--- src/rtl/imem_loader_if.sv ---
// Byte-stream input, instruction-memory write port and status flags of imem_loader.
interface imem_loader_if #(
    parameter int unsigned ADDR_W = 8
);
    logic              start;
    logic [ADDR_W-2:0] num_words;
    logic              in_valid;
    logic [7:0]        in_data;
    logic              in_ready;
    logic              im_we;
    logic [ADDR_W-1:0] im_addr;
    logic [31:0]       im_wdata;
    logic              cpu_reset;
    logic              busy;
    logic              done;
    logic              err;

    modport master (
        output start, num_words, in_valid, in_data,
        input  in_ready, im_we, im_addr, im_wdata, cpu_reset, busy, done, err
    );

    modport slave (
        input  start, num_words, in_valid, in_data,
        output in_ready, im_we, im_addr, im_wdata, cpu_reset, busy, done, err
    );
endinterface

--- src/rtl/imem_loader.sv ---
// Loads big-endian 32-bit words from a byte stream into instruction memory, holding the CPU in reset until done.
// Optional trailing checksum byte check enabled by macro IMEM_LOADER_CHECKSUM_EN.
module imem_loader #(
    parameter int unsigned ADDR_W = 8
) (
    input  logic         clk,
    input  logic         reset,
    imem_loader_if.slave bus
);
    localparam int unsigned NW_W = ADDR_W - 1;

`ifdef IMEM_LOADER_CHECKSUM_EN
    typedef enum logic [2:0] {IDLE, RECV, WRITE, CHK, DONE} state_t;
`else
    typedef enum logic [2:0] {IDLE, RECV, WRITE, DONE} state_t;
`endif

    state_t            state_q, state_d;
    logic [NW_W-1:0]   nw_q, nw_d;
    logic [NW_W-1:0]   idx_q, idx_d;
    logic [NW_W-1:0]   idx_next;
    logic [1:0]        cnt_q, cnt_d;
    logic [31:0]       word_q, word_d;
    logic [ADDR_W-1:0] addr_q, addr_d;
    logic              err_q, err_d;
    logic              in_ready_q, in_ready_d;
    logic              im_we_q, im_we_d;
    logic              cpu_reset_q, cpu_reset_d;
    logic              busy_q, busy_d;
    logic              done_q, done_d;
    logic              accept;
`ifdef IMEM_LOADER_CHECKSUM_EN
    logic [7:0]        sum_q, sum_d;
`endif

    // State, datapath and registered status outputs
    always_ff @(posedge clk or posedge reset) begin
        if (reset) begin
            state_q     <= IDLE;
            nw_q        <= '0;
            idx_q       <= '0;
            cnt_q       <= '0;
            word_q      <= '0;
            addr_q      <= '0;
            err_q       <= 1'b0;
            in_ready_q  <= 1'b0;
            im_we_q     <= 1'b0;
            cpu_reset_q <= 1'b1;
            busy_q      <= 1'b0;
            done_q      <= 1'b0;
`ifdef IMEM_LOADER_CHECKSUM_EN
            sum_q       <= '0;
`endif
        end else begin
            state_q     <= state_d;
            nw_q        <= nw_d;
            idx_q       <= idx_d;
            cnt_q       <= cnt_d;
            word_q      <= word_d;
            addr_q      <= addr_d;
            err_q       <= err_d;
            in_ready_q  <= in_ready_d;
            im_we_q     <= im_we_d;
            cpu_reset_q <= cpu_reset_d;
            busy_q      <= busy_d;
            done_q      <= done_d;
`ifdef IMEM_LOADER_CHECKSUM_EN
            sum_q       <= sum_d;
`endif
        end
    end

    // Next state and datapath; outputs are decoded from the next state so they register alongside it
    always_comb begin
        state_d  = state_q;
        nw_d     = nw_q;
        idx_d    = idx_q;
        cnt_d    = cnt_q;
        word_d   = word_q;
        addr_d   = addr_q;
        err_d    = err_q;
`ifdef IMEM_LOADER_CHECKSUM_EN
        sum_d    = sum_q;
`endif
        accept   = bus.in_valid & in_ready_q;
        idx_next = idx_q + NW_W'(1);

        unique case (state_q)
            IDLE, DONE: begin
                if (bus.start) begin
                    nw_d  = bus.num_words;
                    idx_d = '0;
                    cnt_d = '0;
                    err_d = 1'b0;
`ifdef IMEM_LOADER_CHECKSUM_EN
                    sum_d = '0;
                    state_d = (bus.num_words != '0) ? RECV : CHK;
`else
                    state_d = (bus.num_words != '0) ? RECV : DONE;
`endif
                end
            end
            RECV: begin
                if (accept) begin
                    word_d = {word_q[23:0], bus.in_data};
                    cnt_d  = cnt_q + 2'd1;
`ifdef IMEM_LOADER_CHECKSUM_EN
                    sum_d  = sum_q + bus.in_data;
`endif
                    if (cnt_q == 2'd3) begin
                        // Word address wraps by truncation to the memory width
                        addr_d  = ADDR_W'({idx_q, 2'b00});
                        state_d = WRITE;
                    end
                end
            end
            WRITE: begin
                idx_d = idx_next;
`ifdef IMEM_LOADER_CHECKSUM_EN
                state_d = (idx_next == nw_q) ? CHK : RECV;
`else
                state_d = (idx_next == nw_q) ? DONE : RECV;
`endif
            end
`ifdef IMEM_LOADER_CHECKSUM_EN
            CHK: begin
                if (accept) begin
                    err_d   = (8'(sum_q + bus.in_data) != 8'd0);
                    state_d = DONE;
                end
            end
`endif
            default: state_d = IDLE;
        endcase

`ifdef IMEM_LOADER_CHECKSUM_EN
        in_ready_d = (state_d == RECV) || (state_d == CHK);
        busy_d     = (state_d == RECV) || (state_d == WRITE) || (state_d == CHK);
`else
        in_ready_d = (state_d == RECV);
        busy_d     = (state_d == RECV) || (state_d == WRITE);
`endif
        im_we_d     = (state_d == WRITE);
        done_d      = (state_d == DONE);
        // A failed checksum keeps the CPU in reset even though the load is done
        cpu_reset_d = !((state_d == DONE) && !err_d);
    end

    assign bus.in_ready  = in_ready_q;
    assign bus.im_we     = im_we_q;
    assign bus.im_addr   = addr_q;
    assign bus.im_wdata  = word_q;
    assign bus.cpu_reset = cpu_reset_q;
    assign bus.busy      = busy_q;
    assign bus.done      = done_q;
    assign bus.err       = err_q;
endmodule
--- src/flat_wrapper.sv ---
// flat-port wrapper written by rule: the top's interface ports become plain ports
module imem_loader_flat 
#(
    parameter int unsigned ADDR_W = 8
)
  (clk, reset, bus_start, bus_num_words, bus_in_valid, bus_in_data, bus_in_ready, bus_im_we, bus_im_addr, bus_im_wdata, bus_cpu_reset, bus_busy, bus_done, bus_err);
  imem_loader_if #(.ADDR_W(ADDR_W)) bus_i ();
  input  logic clk;
  input  logic reset;
  input wire logic [$bits(bus_i.start)-1:0] bus_start;
  input wire logic [$bits(bus_i.num_words)-1:0] bus_num_words;
  input wire logic [$bits(bus_i.in_valid)-1:0] bus_in_valid;
  input wire logic [$bits(bus_i.in_data)-1:0] bus_in_data;
  output wire logic [$bits(bus_i.in_ready)-1:0] bus_in_ready;
  output wire logic [$bits(bus_i.im_we)-1:0] bus_im_we;
  output wire logic [$bits(bus_i.im_addr)-1:0] bus_im_addr;
  output wire logic [$bits(bus_i.im_wdata)-1:0] bus_im_wdata;
  output wire logic [$bits(bus_i.cpu_reset)-1:0] bus_cpu_reset;
  output wire logic [$bits(bus_i.busy)-1:0] bus_busy;
  output wire logic [$bits(bus_i.done)-1:0] bus_done;
  output wire logic [$bits(bus_i.err)-1:0] bus_err;
  assign bus_i.start = bus_start;
  assign bus_i.num_words = bus_num_words;
  assign bus_i.in_valid = bus_in_valid;
  assign bus_i.in_data = bus_in_data;
  assign bus_in_ready = bus_i.in_ready;
  assign bus_im_we = bus_i.im_we;
  assign bus_im_addr = bus_i.im_addr;
  assign bus_im_wdata = bus_i.im_wdata;
  assign bus_cpu_reset = bus_i.cpu_reset;
  assign bus_busy = bus_i.busy;
  assign bus_done = bus_i.done;
  assign bus_err = bus_i.err;
  imem_loader #(.ADDR_W(ADDR_W)) u_core (.clk(clk), .reset(reset), .bus(bus_i));
endmodule
--- config.mk ---
export PLATFORM = sky130hd
export DESIGN_NAME = imem_loader_flat
export DESIGN_NICKNAME = d
export VERILOG_FILES = /design/src/rtl/imem_loader_if.sv /design/src/rtl/imem_loader.sv /design/src/flat_wrapper.sv
export SDC_FILE = /design/constraint.sdc
export NUM_CORES = 1
export LEC_CHECK = 0
export ABC_CLOCK_PERIOD_IN_PS = 2400
export CORE_UTILIZATION = 49
export CTS_CLUSTER_SIZE = 14
export DETAILED_ROUTE_END_ITERATION = 7
export MAX_ROUTING_LAYER = met4
export PLACE_DENSITY = 0.85
export SKIP_LAST_GASP = 1
export SLEW_MARGIN = 20
export SYNTH_ARGS = -nofsm -noshare
export SYNTH_HDL_FRONTEND = slang
export SYNTH_SLANG_ARGS = --single-unit
export TNS_END_PERCENT = 100
--- constraint.sdc ---
create_clock -name clk -period 2.4 [get_ports clk]
set_clock_uncertainty 0.15 [all_clocks]
set_input_delay 0.36 -clock clk [delete_from_list [all_inputs] [get_ports clk]]
set_output_delay 0.36 -clock clk [all_outputs]
set_load 0.01 [all_outputs]
* Yosys cells after proc, flatten, opt, wreduce, memory -nomap -nowiden *
Cells that the tools add are included.

operators by class
  multiplexer cells = 13
  add/sub/neg operators = 2
  reduce and logical (&&, ||, !) cells = 14
  bitwise operators = 1
  equality and inequality tests = 10

operators with widths
  cell                   count
  $pmux W7 S2            1
  $eq A3 B2 Y1 const B   4
  $mux W3                3
  $pmux W3 S3            1
  $mux W2                4
  $add A7 B1 Y7 const B  1
  $eq A7 B7 Y1           1
  $mux W7                1
  $reduce_bool A7 Y1     1
  $eq A3 B1 Y1 const B   2
  $reduce_and A2 Y1      3
  $reduce_and A3 Y1      2
  $pmux W2 S2            1
  $reduce_bool A2 Y1     2
  $logic_not A3 Y1       1
  $add A2 B1 Y2 const B  1
  $eq A2 B2 Y1 const B   1
  $logic_not A1 Y1       2
  $mux W1                2
  $ne A2 B1 Y1 const B   1
  $ne A2 B2 Y1 const B   1
  $reduce_or A2 Y1       1
  $and A1 B1 Y1          1
  $logic_and A1 B1 Y1    1
  $logic_or A1 B1 Y1     1

storage, ports and cells
  word-level logic and storage cells = 52
  output and inout port bits = 46
  bits of input ports = 19
  register bits after elaboration = 63

* Logic depth before layout (Yosys ltp) *
Gate-level depths: netlist of run 1.

  depth in word-level cells = 7
  depth in mapped cells = 8
  gate-level depth less buffers = 7

* Worst setup path before layout of run 1 *
OpenSTA, ideal clock, no wires.

  kind = reg2reg
  start = register u_core.idx_q[0]
  end = register u_core.cpu_reset_q, in the netlist u_core.bus.cpu_reset
  required time = 2168 ps
  data arrival time = 1843 ps
  cell stages (with the launch flop) = 8
  slack = 325 ps
  path buffers = 1
  setup time = 82 ps
  period minus slack after synthesis = 2075 ps
  cell sequence = dfrtp_1 ha_1 and3_1 clkbuf_1 a31o_2 o2111ai_1 o32a_1 or2_1

on the way
  word-level cells in the longest chain between the ends = 7

ends and longest elaborated chain
  item                    line                RTL
  from (decl)             imem_loader.sv:20   logic [NW_W-1:0] idx_q, idx_d;
  from (signal assigned)  imem_loader.sv:57   idx_q <= idx_d;
  $add A7 B1 Y7           imem_loader.sv:86   idx_next = idx_q + NW_W'(1);
  $eq A7 B7 Y1            imem_loader.sv:122  state_d = (idx_next == nw_q) ? DONE : RECV;
  $mux W2                 imem_loader.sv:122
  $pmux W3 S3             imem_loader.sv:88   unique case (state_q)
  $eq A3 B2 Y1            imem_loader.sv:146  cpu_reset_d = !((state_d == DONE) && !err_d);
  $logic_and A1 B1 Y1     imem_loader.sv:146
  $logic_not A1 Y1        imem_loader.sv:146
  net u_core.cpu_reset_d  imem_loader.sv:28   logic cpu_reset_q, cpu_reset_d;
  to (signal assigned)    imem_loader.sv:64   cpu_reset_q <= cpu_reset_d;
  to (decl)               imem_loader.sv:28

The timed path passes the listed nets, and every way through them passes these cells.
A chain may end at the register's enable or synchronous reset.

* Worst setup path in the final report of run 1 *
  start = register u_core.idx_q[1]
  end = register u_core.cpu_reset_q, in the netlist u_core.bus.cpu_reset

The elaborated chain is that of the path after synthesis.

==> results of run 1 <==
-- worst paths after layout --
kind / start / endpoint / depth (start not counted)
min: reset / u_core.nw_q[3] / 3
max in group asynchronous: reset / u_core.bus.cpu_reset / 3
max reg2reg: u_core.idx_q[1] / u_core.bus.cpu_reset / 6
max: u_core.idx_q[1] / u_core.bus.cpu_reset / 6
min in group clk: u_core.bus.im_addr[2] / u_core.bus.im_addr[2] / 2
min reg2reg: u_core.bus.im_addr[2] / u_core.bus.im_addr[2] / 2
-- layout by cell type (no fill, tap or decap), types with 5 or more instances in the layout --
master,netlist,final
nor2_1,7,7
o21ai_0,11,11
clkdlybuf4s50_1,0,62
clkbuf_8,0,13
buf_4,3,9
xor2_1,5,5
dfrtp_1,62,62
mux2_2,40,40
nand2_1,31,31
-- sequential cells by signal, summed over array words and instances (netlist names), 2 cells and up --
register,count
u_core.bus.im_addr,6
u_core.state_q,3
u_core.nw_q,7
u_core.bus.im_wdata,32
u_core.cnt_q,2
u_core.idx_q,7
-- stage by stage --
stage	hold WS (ps)	cells	total power, mW
after global placement	323	344	1.86
after floorplan	320	216	1.55
after global routing	286	360	3.05
after detailed placement	324	344	1.88
final	265	360	2.92
after CTS	270	360	2.97
-- cell families (layout without fill, tap and decap cells) --
family                     Yosys count  in the layout  synth area share [%]
DFF                                 63             63                  59.2
and+or+nand+nor                     57             57                  10.4
muxes                               40             40                  16.9
AOI/OAI and AO/OA                   25             25                  6.29
buffers and inverters               18             92                  3.52
xor gates and xnor gates             8              8                  2.63
adders and majority gates            2              2                 0.938
other                                1              3                 0.141
-- routing by layer --
layer	routed length, um	GRT usage, %
met4	58	6.38
met2	2570	34.2
met5	0	-
met3	400	8.99
met1	2260	24.5
-- layout make-up --
type                            count  area [um^2]  area share (%)
Sequential cell                    63         1580            43.1
Multi-Input combinational cell    135         1010            27.6
Timing Repair Buffer               73          728            19.9
Clock buffer                       14          183            4.99
Tap cell                           70         87.6            2.39
Clock inverter                      2         60.1            1.64
Inverter                            3         11.3           0.308
-- power groups by stage --
stage / registers, mW / logic, mW / clock network, mW
after floorplan: 1.35 / 0.197 / 0
after global placement: 1.31 / 0.541 / 0
after detailed placement: 1.32 / 0.554 / 0
after CTS: 1.31 / 0.561 / 1.10
after global routing: 1.33 / 0.590 / 1.13
final: 1.30 / 0.551 / 1.07
-- cell usage after synthesis --
cell	instances
dfrtp_1	62
xor2_1	5
nor3_2	1
clkbuf_1	5
ha_1	2
nand2_1	31
o211a_1	1
nor3b_1	2
inv_1	2
o22a_1	2
or2_1	1
nor2_1	7
nand3_1	1
o32a_1	2
nor4b_2	1
a31oi_1	3
mux2_2	40
dfstp_2	1
or3b_1	1
clkinv_1	1
and4_1	1
nand4_1	3
a21oi_1	1
nor3_1	2
conb_1	1
nor2b_1	1
buf_6	1
nor4_1	1
a31o_2	1
buf_4	3
a21boi_0	1
xnor2_1	3
and3_1	2
o21ai_0	11
buf_2	6
o2111ai_1	1
a22o_1	1
nand2b_1	2
a21o_1	1
-- worst max-delay path: cells and delay by family (launching register included) --
family	cells	cell delay [ps]
adder cells (fa/ha/maj)	1	240
flip-flops	1	410
AO/OA/AOI/OAI	3	690
AND/OR/NAND/NOR	2	550
==> results.txt, run 1 <==
Status = finished clean
CTS Root Cell = clkbuf_8
Starting Density = 51.5%
DRT iter0 DRCs = 58
DP HPWL = 3730 um
Routed via count = 1851
Cell Pwr Density = 799 nW/um^2
Height of the chip = 75.8 um
Crit path launch type = flip-flop
Initial DRT Pass Iterations = 5
Pin count of the biggest net entering global routing = 64
DR vias/cell = 5.14
# setup viols final = 0
Register-to-register path setup slack = 290 ps
Fin nets = 306
ANT cells = 0
Net Switching = 0.673 mW
Cells along the critical path = ha_1 -> and3_1 -> a31o_2 -> o2111ai_1 -> o32a_1 -> or2_1
Top cell type's share of synthesized area = 58.2%
Yosys cell types = 39
RSZ-0062 raised after global routing = no
Crit-path slowest cell = dfrtp_1
Clk pwr share = 36.6%
Flop pwr share = 44.6%
Clk sink count = 63
WS Path Type = reg2reg
# H-tree levels = 3
Final Util = 70.7%
Comb pwr share = 18.9%
DRT antenna net count = 0
Congestion Overflow GR = 0
Slew Limit Fails = 0
Min cycle time layout = 2110 ps
Number of antenna violations at the first check in global routing = 0
Post-CTS setup buffers = 0
DR WL/cell = 14.7 um
Final non-filler cell area = 3660 um^2
Sequential fraction of the synthesis area = 59.2%
Worst setup margin = 289 ps
Pre-CTS WS = 267 ps
Pint = 2.25 mW
DIE AREA = 5740 um^2
Share of layout cells above drive strength 1 = 24.5%
Largest cells by area after synthesis = dfrtp_1 (58%), mux2_2 (17%), nand2_1 (4.4%)
Placed inst area = 3420 um^2
Period utilisation layout = 87.9%
Synth area leader = dfrtp_1
Worst skew pair latency = 330 ps
Synth Area per Inst = 12.5 um^2
Final wirelength = 5280 um
Critical path fanouts, max = 7
Ys Warns = 0
Fillers = 346
Syn-to-layout area delta = 37.2%
Worst path required time = 2510 ps
Reg clk slew, reported paths = 70 ps
CORE AREA = 5170 um^2
Total track usage = 21.4%
Bufs on Longest Clock Path = 2
Mapped Area = 2670 um^2
Port Buf Inserts = 62
IO Count = 65
Register bit count reported by yosys = 63
Critical path endpoint category = flip-flop
Setup TNS Final = 0 ps
Die width = 75.8 um
First-pass GRT wire length = 8500 um
CTS Buf Count = 9
Cells resized by post-CTS repair = 0
DR DRC count = 0
Number of max-cap violations = 0
Site Rows = 26
Crit path DAT = 2220 ps
Maximum VDD drop = 0.640 mV
Vias in the first global route = 1898
Fmax = 474 MHz
Type of the most critical hold path = in2async
Final hold viol count = 0
Post-CTS Hold Buffers = 0
Cells after synthesis = 214
Sw Share = 23.0%
CTS tree = yes
GPL Wtd Cong = 0.857
Max incr delay on CP = 410 ps
Leak = 1.68 nW
Note: power is estimated with default switching activity, not from simulation.
==> run 2, diff against run 1 <==
--- a/config.mk
+++ b/config.mk
@@ -6,6 +6,7 @@
 export NUM_CORES = 1
 export LEC_CHECK = 0
 export ABC_CLOCK_PERIOD_IN_PS = 2400
+export CORE_MARGIN = 2
 export CORE_UTILIZATION = 49
 export CTS_CLUSTER_SIZE = 14
 export DETAILED_ROUTE_END_ITERATION = 7
==> run 2 against run 1 <==
  * Combinational power shrank 0.7%
  * Hold slack worse by 68 ps
  * Routed wire length shrank 1.3%
  * Clock power is 26% lower
  * First-iteration DRC count is 97% higher
  * Critical path type unchanged
==> results.txt, run 2 (same netlist as run 1, synthesis figures left out) <==
Critical path endpoint = u_core.bus.cpu_reset
DR DRC count = 0
Bufs on Longest Clock Path = 2
# H-tree levels = 3
Worst path required time = 2510 ps
Height of the chip = 77.8 um
DRT iter0 DRCs = 114
Share of layout cells above drive strength 1 = 24.1%
CP startpoint = u_core.idx_q[1]
Initial DRT Pass Iterations = 4
ANT cells = 0
Type of the most critical hold path = in2async
# setup viols final = 0
Reg2reg start = u_core.idx_q[1]
Worst skew pair latency = 340 ps
Final hold viol count = 0
Syn-to-layout area delta = 34.4%
Min cycle time layout = 2170 ps
Final Util = 69.3%
Fin nets = 308
Highest-count cells in the layout ignoring fill and taps = clkdlybuf4s50_1 (62), dfrtp_1 (62), mux2_2 (40), nand2_1 (31), buf_4 (12)
DRT antenna net count = 0
DR WL/cell = 14.5 um
Number of antenna violations at the first check in global routing = 0
DR vias/cell = 5.12
Total track usage = 19.5%
Crit-path slowest cell = dfrtp_1
Register-to-register path setup slack = 230 ps
First-pass GRT wire length = 8880 um
Cells resized by post-CTS repair = 0
DIE AREA = 6050 um^2
Clk sink count = 63
Cells along the critical path = ha_1 -> and3_1 -> a31o_2 -> o2111ai_1 -> o32a_1 -> or2_1
Post-CTS setup buffers = 0
Multi-input logic area = 1010 um^2
Worst r2r dst = u_core.bus.cpu_reset
Die width = 77.8 um
Crit path launch type = flip-flop
Fmax = 461 MHz
Port Buf Inserts = 62
IO Count = 65
Final wirelength = 5220 um
Routed via count = 1842
CORE AREA = 5170 um^2
Setup TNS Final = 0 ps
CTS tree = yes
Starting Density = 51.5%
Critical path endpoint category = flip-flop
Congestion Overflow GR = 0
Leak = 1.65 nW
R2R cell count = 6
Power Total = 2.64 mW
CTS Buf Count = 9
Number of max-cap violations = 0
CTS Root Cell = clkbuf_8
Maximum VDD drop = 0.498 mV
Period utilisation layout = 90.3%
Register Area = 1580 um^2
WS Path Type = reg2reg
Post-CTS Hold Buffers = 0
RSZ-0062 raised after global routing = no
Fillers = 366
Site Rows = 26
DP HPWL = 3720 um
GPL Wtd Cong = 0.820
Cell Pwr Density = 737 nW/um^2
Critical path fanouts, max = 7
Slew Limit Fails = 0
Max incr delay on CP = 410 ps
Crit path DAT = 2280 ps
Reg clk slew, reported paths = 70 ps
Pin count of the biggest net entering global routing = 36
Vias in the first global route = 1857
Largest register FFs = 32
Status = finished clean
-- run 2: cell count changes in the layout (fill, tap and decap cells not counted), sizes merged --
| cell | previous run | this run |
|---|---|---|
| clkinv | 1 | 2 |
| buf | 11 | 13 |
| clkbuf | 14 | 13 |
| bufinv | 2 | 0 |
-- run 2: layer usage --
layer	wire length (um)	share of wire, %	global-route usage, %
met4	112	2.1	10.2
met1	2290	44	24.7
met5	0	0	-
met3	406	7.8	6.05
met2	2400	46	28.3
-- run 2: power breakdown --
group / internal (mW) / switching (mW) / leakage, nW
Combinational: 0.348 / 0.199 / 0.730
Clock: 0.419 / 0.368 / 0.0854
Sequential: 1.20 / 0.101 / 0.830
-- run 2: worst min path at each step --
stage	start	end	slack, ps	depth (start not counted)
floorplan	u_core.cnt_q[1]	u_core.cnt_q[1]	320	1
global placement	u_core.bus.im_addr[2]	u_core.bus.im_addr[2]	320	2
detailed placement	u_core.bus.im_addr[5]	u_core.bus.im_addr[5]	320	2
CTS	reset	u_core.bus.im_addr[3]	210	2
global route	reset	u_core.bus.im_addr[3]	270	2
finish	reset	u_core.bus.im_addr[3]	200	2
-- run 2: through the flow --
step                      hold slack (ps)  worst slack, ps  std cells  cell area, um^2
after floorplan                       320              322        216             2670
after global placement                315              273        346             3420
final                                 197              233        360             3580
after detailed placement              323              249        346             3420
after global routing                  266             89.6        360             3580
after CTS                             205              237        360             3580
-- run 2: worst max-delay path: cells and delay by family, from the launching register on --
kind            cells  cell delay, ps
compound gates      3             710
fa+ha+maj           1             280
flops               1             410
simple gates        2             550
-- run 2: cell type report --
class	count	area share (%)
clock buffers	13	4.44
repair buffers	75	20.4
flip-flops and latches	63	44.0
inverters	3	0.314
well taps	70	2.44
multi-input cells	135	28.2
clock inverters	1	0.140
==> run 3, diff against run 2 <==
--- a/config.mk
+++ b/config.mk
@@ -8,7 +8,7 @@
 export ABC_CLOCK_PERIOD_IN_PS = 2400
 export CORE_MARGIN = 2
 export CORE_UTILIZATION = 49
-export CTS_CLUSTER_SIZE = 14
+export CTS_CLUSTER_SIZE = 16
 export DETAILED_ROUTE_END_ITERATION = 7
 export MAX_ROUTING_LAYER = met4
 export PLACE_DENSITY = 0.85
==> results of run 3 <==
No change in the layout: final DEF, timing and power equal those of run 2.
